$ cat src/rtl/dense_layer_sequencer_if.sv
// Bus bundle for the dense layer sequencer: control handshake, ROM/buffer read ports and
// the per-neuron result write port. The sequencer drives through the master modport.
interface dense_layer_sequencer_if #(
   parameter int unsigned NUM_INPUTS  = 10,
   parameter int unsigned NUM_NEURONS = 16,
   parameter int unsigned DATA_WIDTH  = 16
);
   localparam int unsigned IAW = (NUM_INPUTS > 1) ? $clog2(NUM_INPUTS) : 1;
   localparam int unsigned WAW = (NUM_INPUTS * NUM_NEURONS > 1) ?
                                 $clog2(NUM_INPUTS * NUM_NEURONS) : 1;
   localparam int unsigned BAW = (NUM_NEURONS > 1) ? $clog2(NUM_NEURONS) : 1;

   logic                  start;
   logic                  abort;
   logic                  busy;
   logic                  done;
   logic [IAW-1:0]        input_addr;
   logic [DATA_WIDTH-1:0] input_data;
   logic [WAW-1:0]        weight_addr;
   logic [DATA_WIDTH-1:0] weight_data;
   logic [BAW-1:0]        bias_addr;
   logic [DATA_WIDTH-1:0] bias_data;
   logic                  out_valid;
   logic [BAW-1:0]        out_addr;
   logic [DATA_WIDTH-1:0] out_data;

   modport master (
      input  start, abort, input_data, weight_data, bias_data,
      output busy, done, input_addr, weight_addr, bias_addr, out_valid, out_addr, out_data
   );

   modport slave (
      output start, abort, input_data, weight_data, bias_data,
      input  busy, done, input_addr, weight_addr, bias_addr, out_valid, out_addr, out_data
   );
endinterface

$ cat src/rtl/dense_layer_sequencer.sv
// Time-multiplexed dense layer controller: walks every (neuron, input) pair through one MAC,
// then writes one biased, saturated and activated fixed-point result per neuron.
module dense_layer_sequencer #(
   parameter int unsigned NUM_INPUTS  = 10,
   parameter int unsigned NUM_NEURONS = 16,
   parameter int unsigned DATA_WIDTH  = 16,
   parameter int unsigned FRAC_BITS   = 8,
   parameter int unsigned ACTIVATION  = 1
) (
   input logic                     clock,
   input logic                     reset_n,
   dense_layer_sequencer_if.master bus
);
   localparam int unsigned IAW  = (NUM_INPUTS > 1) ? $clog2(NUM_INPUTS) : 1;
   localparam int unsigned WAW  = (NUM_INPUTS * NUM_NEURONS > 1) ?
                                  $clog2(NUM_INPUTS * NUM_NEURONS) : 1;
   localparam int unsigned BAW  = (NUM_NEURONS > 1) ? $clog2(NUM_NEURONS) : 1;
   localparam int unsigned DW   = DATA_WIDTH;
   localparam int unsigned ACCW = 2 * DW + $clog2(NUM_INPUTS + 1);
   localparam int unsigned SUMW = ACCW + 1;

   localparam logic [IAW-1:0] LAST_IDX = IAW'(NUM_INPUTS - 1);
   localparam logic [BAW-1:0] LAST_NEURON = BAW'(NUM_NEURONS - 1);
   localparam logic signed [SUMW-1:0] SAT_MAX = {{(SUMW-DW+1){1'b0}}, {(DW-1){1'b1}}};
   localparam logic signed [SUMW-1:0] SAT_MIN = {{(SUMW-DW+1){1'b1}}, {(DW-1){1'b0}}};

   typedef enum logic [2:0] {StIdle, StAccum, StDrain, StWrite, StDone} state_e;

   state_e                 state_q, state_d;
   logic [IAW-1:0]         idx_q, idx_d;
   logic [BAW-1:0]         neuron_q, neuron_d;
   logic signed [ACCW-1:0] acc_q, acc_d;
   logic signed [DW-1:0]   bias_q, bias_d;
   logic                   pipe_q, pipe_d;
   logic                   bias_ld_q, bias_ld_d;

   logic signed [2*DW-1:0] prod_w;
   logic signed [ACCW-1:0] shifted_w;
   logic signed [SUMW-1:0] sum_w;
   logic signed [DW-1:0]   sat_w;

   assign prod_w = $signed({{DW{bus.input_data[DW-1]}}, bus.input_data}) *
                   $signed({{DW{bus.weight_data[DW-1]}}, bus.weight_data});

   always_comb begin
      state_d   = state_q;
      idx_d     = idx_q;
      neuron_d  = neuron_q;
      acc_d     = acc_q;
      bias_d    = bias_q;
      pipe_d    = 1'b0;
      bias_ld_d = 1'b0;

      if (pipe_q) acc_d = acc_q + ACCW'(prod_w);
      if (bias_ld_q) bias_d = $signed(bus.bias_data);

      unique case (state_q)
         StIdle: begin
            if (bus.start) begin
               state_d  = StAccum;
               idx_d    = '0;
               neuron_d = '0;
               acc_d    = '0;
            end
         end
         StAccum: begin
            pipe_d    = 1'b1;
            // pipe_q is low only on the first ACCUM cycle of a neuron
            bias_ld_d = ~pipe_q;
            if (idx_q == LAST_IDX) state_d = StDrain;
            else                   idx_d   = idx_q + 1'b1;
         end
         StDrain: state_d = StWrite;
         StWrite: begin
            if (neuron_q == LAST_NEURON) begin
               state_d = StDone;
            end else begin
               state_d  = StAccum;
               neuron_d = neuron_q + 1'b1;
               idx_d    = '0;
               acc_d    = '0;
            end
         end
         StDone:  state_d = StIdle;
         default: state_d = StIdle;
      endcase

      if (bus.abort && (state_q != StIdle)) begin
         state_d   = StIdle;
         idx_d     = '0;
         neuron_d  = '0;
         acc_d     = '0;
         pipe_d    = 1'b0;
         bias_ld_d = 1'b0;
      end
   end

   always_ff @(posedge clock or negedge reset_n) begin
      if (!reset_n) begin
         state_q   <= StIdle;
         idx_q     <= '0;
         neuron_q  <= '0;
         acc_q     <= '0;
         bias_q    <= '0;
         pipe_q    <= 1'b0;
         bias_ld_q <= 1'b0;
      end else begin
         state_q   <= state_d;
         idx_q     <= idx_d;
         neuron_q  <= neuron_d;
         acc_q     <= acc_d;
         bias_q    <= bias_d;
         pipe_q    <= pipe_d;
         bias_ld_q <= bias_ld_d;
      end
   end

   // Floor-rounded rescale, bias add, then clamp to the signed DATA_WIDTH range
   always_comb begin
      shifted_w = acc_q >>> FRAC_BITS;
      sum_w     = SUMW'(shifted_w) + SUMW'(bias_q);
      if (sum_w > SAT_MAX)      sat_w = {1'b0, {(DW-1){1'b1}}};
      else if (sum_w < SAT_MIN) sat_w = {1'b1, {(DW-1){1'b0}}};
      else                      sat_w = sum_w[DW-1:0];
   end

   assign bus.out_data    = ((ACTIVATION == 1) && sat_w[DW-1]) ? '0 : sat_w;
   assign bus.busy        = (state_q != StIdle);
   assign bus.done        = (state_q == StDone);
   assign bus.out_valid   = (state_q == StWrite);
   assign bus.out_addr    = neuron_q;
   assign bus.bias_addr   = neuron_q;
   assign bus.input_addr  = idx_q;
   assign bus.weight_addr = WAW'(32'(neuron_q) * NUM_INPUTS + 32'(idx_q));
endmodule

$ cat src/flat_wrapper.sv
// flat-port wrapper written by rule: the top's interface ports become plain ports
module dense_layer_sequencer_flat 
#(
   parameter int unsigned NUM_INPUTS  = 10,
   parameter int unsigned NUM_NEURONS = 16,
   parameter int unsigned DATA_WIDTH  = 16,
   parameter int unsigned FRAC_BITS   = 8,
   parameter int unsigned ACTIVATION  = 1
)
  (clock, reset_n, bus_start, bus_abort, bus_input_data, bus_weight_data, bus_bias_data, bus_busy, bus_done, bus_input_addr, bus_weight_addr, bus_bias_addr, bus_out_valid, bus_out_addr, bus_out_data);
  dense_layer_sequencer_if #(.NUM_INPUTS(NUM_INPUTS), .NUM_NEURONS(NUM_NEURONS), .DATA_WIDTH(DATA_WIDTH)) bus_i ();
  input logic clock;
  input logic reset_n;
  input wire logic [$bits(bus_i.start)-1:0] bus_start;
  input wire logic [$bits(bus_i.abort)-1:0] bus_abort;
  input wire logic [$bits(bus_i.input_data)-1:0] bus_input_data;
  input wire logic [$bits(bus_i.weight_data)-1:0] bus_weight_data;
  input wire logic [$bits(bus_i.bias_data)-1:0] bus_bias_data;
  output wire logic [$bits(bus_i.busy)-1:0] bus_busy;
  output wire logic [$bits(bus_i.done)-1:0] bus_done;
  output wire logic [$bits(bus_i.input_addr)-1:0] bus_input_addr;
  output wire logic [$bits(bus_i.weight_addr)-1:0] bus_weight_addr;
  output wire logic [$bits(bus_i.bias_addr)-1:0] bus_bias_addr;
  output wire logic [$bits(bus_i.out_valid)-1:0] bus_out_valid;
  output wire logic [$bits(bus_i.out_addr)-1:0] bus_out_addr;
  output wire logic [$bits(bus_i.out_data)-1:0] bus_out_data;
  assign bus_i.start = bus_start;
  assign bus_i.abort = bus_abort;
  assign bus_i.input_data = bus_input_data;
  assign bus_i.weight_data = bus_weight_data;
  assign bus_i.bias_data = bus_bias_data;
  assign bus_busy = bus_i.busy;
  assign bus_done = bus_i.done;
  assign bus_input_addr = bus_i.input_addr;
  assign bus_weight_addr = bus_i.weight_addr;
  assign bus_bias_addr = bus_i.bias_addr;
  assign bus_out_valid = bus_i.out_valid;
  assign bus_out_addr = bus_i.out_addr;
  assign bus_out_data = bus_i.out_data;
  dense_layer_sequencer #(.NUM_INPUTS(NUM_INPUTS), .NUM_NEURONS(NUM_NEURONS), .DATA_WIDTH(DATA_WIDTH), .FRAC_BITS(FRAC_BITS), .ACTIVATION(ACTIVATION)) u_core (.clock(clock), .reset_n(reset_n), .bus(bus_i));
endmodule
$ cat config.mk
export PLATFORM = sky130hd
export DESIGN_NAME = dense_layer_sequencer_flat
export DESIGN_NICKNAME = d
export VERILOG_FILES = /design/src/rtl/dense_layer_sequencer_if.sv /design/src/rtl/dense_layer_sequencer.sv /design/src/flat_wrapper.sv
export SDC_FILE = /design/constraint.sdc
export NUM_CORES = 1
export LEC_CHECK = 0
export ABC_AREA = 1
export BUFFER_PORTS_ARGS = -buffer_cell sky130_fd_sc_hd__buf_2
export CAP_MARGIN = 20
export CORE_MARGIN = 2
export CORE_UTILIZATION = 50
export DETAILED_ROUTE_END_ITERATION = 7
export HOLD_SLACK_MARGIN = 0.15
export PLACE_DENSITY = 0.74
export SLEW_MARGIN = 20
export SYNTH_ARGS = -nofsm -noshare
export SYNTH_HDL_FRONTEND = slang
export SYNTH_SLANG_ARGS = --single-unit
$ cat constraint.sdc
create_clock -name clock -period 5.12 [get_ports clock]
set_clock_uncertainty 0.2 [all_clocks]
set_input_delay 0.256 -clock clock [delete_from_list [all_inputs] [get_ports clock]]
set_output_delay 0.256 -clock clock [all_outputs]
set_load 0.005 [all_outputs]
Yosys cells after proc, flatten, opt, wreduce, memory -nomap -nowiden
Index checks and enable logic that the tools add are counted.
W data, S select, Z words.
{ "totals": {"register_bits": 65, "in_bits": 52, "out_inout_bits": 39, "word_cells": 60} }
{ "op_classes": {"add_sub_neg": 5, "multipliers": 2, "order_cmp": 2, "eq_ne": 10, "muxes": 25, "bitwise": 1, "reduce_logical": 8} }
{ "op_table": {"columns": ["operator", "count"], "rows": [
  ["$mux W36", 4],
  ["$pmux W36 S2", 1],
  ["$gt A37 B16 Y1 const B", 1],
  ["$lt A37 B16 Y1 const B", 1],
  ["$add A36 B32 Y36", 1],
  ["$mul A16 B16 Y32", 1],
  ["$mux W16", 2],
  ["$add A28 B16 Y29", 1],
  ["$mux W4", 6],
  ["$mux W15", 1],
  ["$mux W3", 4],
  ["$pmux W3 S4", 1],
  ["$pmux W4 S3", 1],
  ["$add A4 B1 Y4 const B", 2],
  ["$add A8 B4 Y8", 1],
  ["$eq A4 B4 Y1 const B", 2],
  ["$pmux W4 S2", 1],
  ["$mul A4 B3 Y7 const B", 1],
  ["$eq A3 B2 Y1 const B", 2],
  ["$ne A3 B3 Y1 const B", 2],
  ["$reduce_bool A3 Y1", 2],
  ["$mux W1", 4],
  ["$reduce_and A4 Y1", 1],
  ["$reduce_bool A4 Y1", 1],
  ["9 further kinds", 9]
]} }

Longest topological paths before layout
{ "depth": {"ltp_word": 6, "depth_mapped": 29, "mapped_depth_nobuf": 27} }

Worst setup path before layout
OpenSTA, ideal clock, no wires.
{ "synth_timing": {"path_type": "input port to flip-flop", "from": "input port bus_weight_data[3]", "to": "register u_core.acc_q[35]", "setup_ns": 0.120, "arrival_ns": 5.885, "t_required_ns": 4.800, "slack_ns": -1.085, "path_stages": 21, "path_buffers": 2, "cell_sequence": "clkbuf_1 clkbuf_1 nand2_1 fa_1 fa_1 fa_1 fa_1 inv_1 fa_1 inv_1 fa_1 inv_1 ha_1 a21oi_1 o21ai_0 nand4_1 nand3_1 a21oi_1 a21oi_1 o21ai_0 inv_1"} }
{ "synth_between": {"elab_chain_len": 6, "word_cells_on_any_way": 7, "cone_classes": "1 x add/sub; 1 x mul; 5 x mux"} }
{ "synth_rtl": {"columns": ["element", "line", "text"], "rows": [
  ["start: declaration", "flat_wrapper.sv:17", "input wire logic [$bits(bus_i.weight_data)-1:0] bus_weight_data;"],
  ["$mul A16 B16 Y32 (*)", "dense_layer_sequencer.sv:42", "assign prod_w = $signed({{DW{bus.input_data[DW-1]}}, bus.input_data}) *"],
  ["$add A36 B32 Y36 (*)", "dense_layer_sequencer.sv:54", "if (pipe_q) acc_d = acc_q + ACCW'(prod_w);"],
  ["$mux W36 (*)", "dense_layer_sequencer.sv:54", null],
  ["$mux W36 (on tied branches)", "dense_layer_sequencer.sv:75, dense_layer_sequencer.sv:59", null],
  ["$pmux W36 S2 (*)", "dense_layer_sequencer.sv:57", "unique case (state_q)"],
  ["$mux W36 (*)", "dense_layer_sequencer.sv:88", "if (bus.abort && (state_q != StIdle)) begin"],
  ["named net u_core.acc_d[35]", "dense_layer_sequencer.sv:32", "logic signed [ACCW-1:0] acc_q, acc_d;"],
  ["end signal: assignment", "dense_layer_sequencer.sv:103", "acc_q <= '0;"],
  ["end signal: assignment", "dense_layer_sequencer.sv:111", "acc_q <= acc_d;"],
  ["end: declaration", "dense_layer_sequencer.sv:32", null]
]} }
Mark *: on every way through the listed nets, which the timed path passes. The rest lies on a longest branch.
A chain may end at the register's enable or synchronous reset.

Worst setup path after layout
{ "layout_timing": {"from": "input port bus_input_data[7]", "to": "register u_core.acc_q[25]"} }
{ "layout_between": {"elab_chain_len": 6, "word_cells_on_any_way": 7, "cone_classes": "1 x add/sub; 1 x mul; 5 x mux"} }
{ "layout_rtl": {"columns": ["element", "line", "text"], "rows": [
  ["start: declaration", "flat_wrapper.sv:16", "input wire logic [$bits(bus_i.input_data)-1:0] bus_input_data;"],
  ["$mul A16 B16 Y32 (*)", "dense_layer_sequencer.sv:42", null],
  ["$add A36 B32 Y36 (*)", "dense_layer_sequencer.sv:54", null],
  ["$mux W36 (*)", "dense_layer_sequencer.sv:54", null],
  ["$mux W36 (on tied branches)", "dense_layer_sequencer.sv:75, dense_layer_sequencer.sv:59", null],
  ["$pmux W36 S2 (*)", "dense_layer_sequencer.sv:57", null],
  ["$mux W36 (*)", "dense_layer_sequencer.sv:88", null],
  ["named net u_core.acc_d[25]", "dense_layer_sequencer.sv:32", null]
]} }
Marked as above.

==> impl_metrics.sql <==
INSERT INTO impl_metrics (metric_group, metric, value, unit) VALUES
('status', 'outcome', 'finished, violations left', ''),
('status', 'failed_checks', 'setup timing', ''),
('synth', 'synth.lib_cells_used.distinct', '48', ''),
('synth', 'ys_async_sr_fraction', '100', '%'),
('setup_path', 'ff2ff_path_depth', '21', ''),
('synth', 'yosysSeqAreaShare', '9.33', '%'),
('setup_path', 'critPathRequiredTime', '5.18', 'ns'),
('layout', 'final_net_count', '3079', ''),
('timing', 'clock.fmax', '186', 'MHz'),
('clock_network', 'path_clk_slew', '0.07', 'ns'),
('setup_path', 'r2r-start', 'u_core.acc_q[15]', ''),
('routing', 'detail_route.wl_per_cell', '17.0', 'um'),
('placed_design', 'numPortBuffers', '89', ''),
('floorplanning', 'placementRows', '68', ''),
('timing', 'fin_hold_ws', '0.160', 'ns'),
('setup_path', 'crit_path_max_fanout', '4', ''),
('global_route', 'first_pass_grt_wire_length', '82.6', 'mm'),
('setup_path', 'worst_setup_path_start_kind', 'primary input', ''),
('timing', 'finalCriticalPeriod', '5.39', 'ns'),
('timing', 'worst_margin_pin_slew', '1.02', 'ns'),
('setup_path', 'cpMaxStageDelayCell', 'fa_1', ''),
('global_route', 'grtUsageTotal', '29.2', '%'),
('floorplanning', 'die_x', '191', 'um'),
('timing', 'setup_violations', '20', ''),
('global_route', 'antenna_found_initial', '0', ''),
('setup_path', 'timing.critical_path.to_type', 'flop', ''),
('routing', 'drcViolationCount', '0', ''),
('placed_design', 'placement.cell_area', '0.0201', 'mm^2'),
('worst_hold_path', 'hold_path_startpoint', 'bus_start', ''),
('timing', 'totalNegativeSetupSlack', '-3.44', 'ns'),
('setup_path', 'critPathMaxStageDelay', '0.56', 'ns'),
('routing', 'drtPass1Iterations', '5', ''),
('setup_path', 'crit_path_arrival_time', '5.45', 'ns'),
('synth', 'postSynth.topFlopCell', 'dfrtp_1', ''),
('layout', 'layout_commonest_cell', 'inv_1', ''),
('clock_network', 'h-tree-depth', '3', ''),
('floorplanning', 'floorplan.core_area', '0.0345', 'mm^2'),
('clock_network', 'worstSkewPairLatency', '0.37', 'ns'),
('placed_design', 'hpwl', '40.2', 'mm'),
('clock_network', 'cts_bufs_inserted', '9', ''),
('clock_network', 'clock-sinks', '65', ''),
('floorplanning', 'pin_count', '91', ''),
('layout', 'regArea', '0.00163', 'mm^2'),
('timing', 'report.final.hold_viol_count', '0', ''),
('synth', 'synth_nets', '2800', ''),
('run', 'maximum_capacitance_violations', '0', ''),
('timing', 'timing.max_slew.rel_slack', '31.7', '%'),
('synth', 'syn_area_per_cell', '7.63', 'um^2'),
('worst_hold_path', 'min_delay_path_depth', '3', ''),
('synth', 'syn-instance-count', '2286', ''),
('setup_path', 'regToRegEndpoint', 'u_core.acc_q[25]', ''),
('timing', 'period_utilization_post_route', '105', '%'),
('synth', 'yosys_register_bits', '65', ''),
('setup_path', 'crit_type', 'primary input to flop', ''),
('synth', 'yosys-top-cells-area', 'fa_1 (36%), inv_1 (14%), ha_1 (10%)', ''),
('layout', 'n_fill_cell', '2760', ''),
('global_route', 'global_route.usage.met1', '37.3', '%'),
('worst_hold_path', 'class_of_the_tightest_hold_or_removal_check', 'primary input to flop', ''),
('clock_network', 'ctsLongestPathBuffers', '2', ''),
('placed_design', 'place_worst_setup_slack', '-0.927', 'ns'),
('routing', 'average_via_count_per_standard_cell', '5.17', ''),
('timing', 'slew_viol_final', '0', ''),
('setup_path', 'timing.reg2reg.setup_slack', '0.04', 'ns'),
('timing', 'finalWorstSetupSlack', '-0.270', 'ns'),
('routing', 'final_antenna_net_count', '0', ''),
('layout', 'final_area', '0.0224', 'mm^2'),
('floorplanning', 'die-area', '0.0364', 'mm^2'),
('worst_hold_path', 'hold_end', 'u_core.state_q[0]', ''),
('synth', 'synth-edff-count', '0', ''),
('global_route', 'grt_overflow_total', '0', ''),
('synth', 'yosys_warnings', '0', '');
## synthesized netlist by cell type (8+ instances only)
library cell  instances
inv_1               658
xor2_1               29
nand2_1             474
nor2_1              143
o21ai_0              55
xnor2_1              15
nor3_1               19
fa_1                317
mux2_2               16
nand4_1              12
nand2_2              13
ha_1                145
a21o_1                8
dfrtp_1              65
a21oi_1              80
nand3_1              86
clkbuf_1             68
## through the flow
stage | util (%) | std cells
4_1_cts | 62.8 | 2995
2_1_floorplan | - | 2286
3_3_place_gp | 58.2 | 2923
5_1_grt | 65.1 | 3025
6_report | 65.1 | 3025
3_5_place_dp | 58.2 | 2923
## worst max-delay path by stage
stage                                   from          endpoint  slack (ns)
final                      bus_input_data[7]  u_core.acc_q[25]       -0.27
after global routing       bus_input_data[7]  u_core.acc_q[25]       -0.44
after CTS                  bus_input_data[0]  u_core.acc_q[25]       -0.15
after detailed placement  bus_input_data[15]  u_core.acc_q[32]       -0.93
after global placement    bus_input_data[15]  u_core.acc_q[32]       -0.89
after floorplan           bus_weight_data[4]  u_core.acc_q[32]       -0.32
## registers in the layout, indices dropped and copies added (netlist names)
name and cells:
u_core.bus.input_addr 4, u_core.bias_q 16, u_core.pipe_q 1, u_core.state_q 3
u_core.bias_ld_q 1, u_core.acc_q 36, u_core.bus.bias_addr 4
## metal layers
layer / part of all wire [%] / vias to the layer above
met5: 0 / -
met2: 50 / 482
li1: - / 7232
met3: 5.5 / 140
met1: 40 / 7786
met4: 4.7 / 0
## area by class of cell
cell class / count / area share (%)
clock inverter: 7 / 0.346
multi-input combinational: 1477 / 63.8
tap: 455 / 2.54
clock buffer: 9 / 1.00
timing repair buffer: 351 / 14.0
sequential: 65 / 7.25
inverter: 661 / 11.1
## worst max-delay path, delay by kind of cell
family / cells / cell delay, ns
adder cells (fa/ha/maj): 7 / 3.45
buffers and inverters: 9 / 0.57
AO/OA/AOI/OAI: 2 / 0.47
AND/OR/NAND/NOR: 8 / 0.71
## logic make-up after synthesis
family          after synthesis  synth area share, %
buf+inv                     744                 16.3
flops                        65                 9.33
compound gates              180                 5.74
other cells                   1               0.0215
fa+ha+maj                   462                 46.8
mux                          17                 1.09
simple gates                772                 18.3
xor+xnor                     45                 2.37
## repair_timing
item,CTS,global route
endpoints found under the hold margin,88,0
setup buffers,36,31
pin swaps,106,153
endpoints found under the setup margin,25,27
hold buffers,18,0
cloned,2,1
resized for setup,227,165
Power is not shown: default switching activity piles up to over one toggle a cycle in this logic, so the estimate is an artifact.
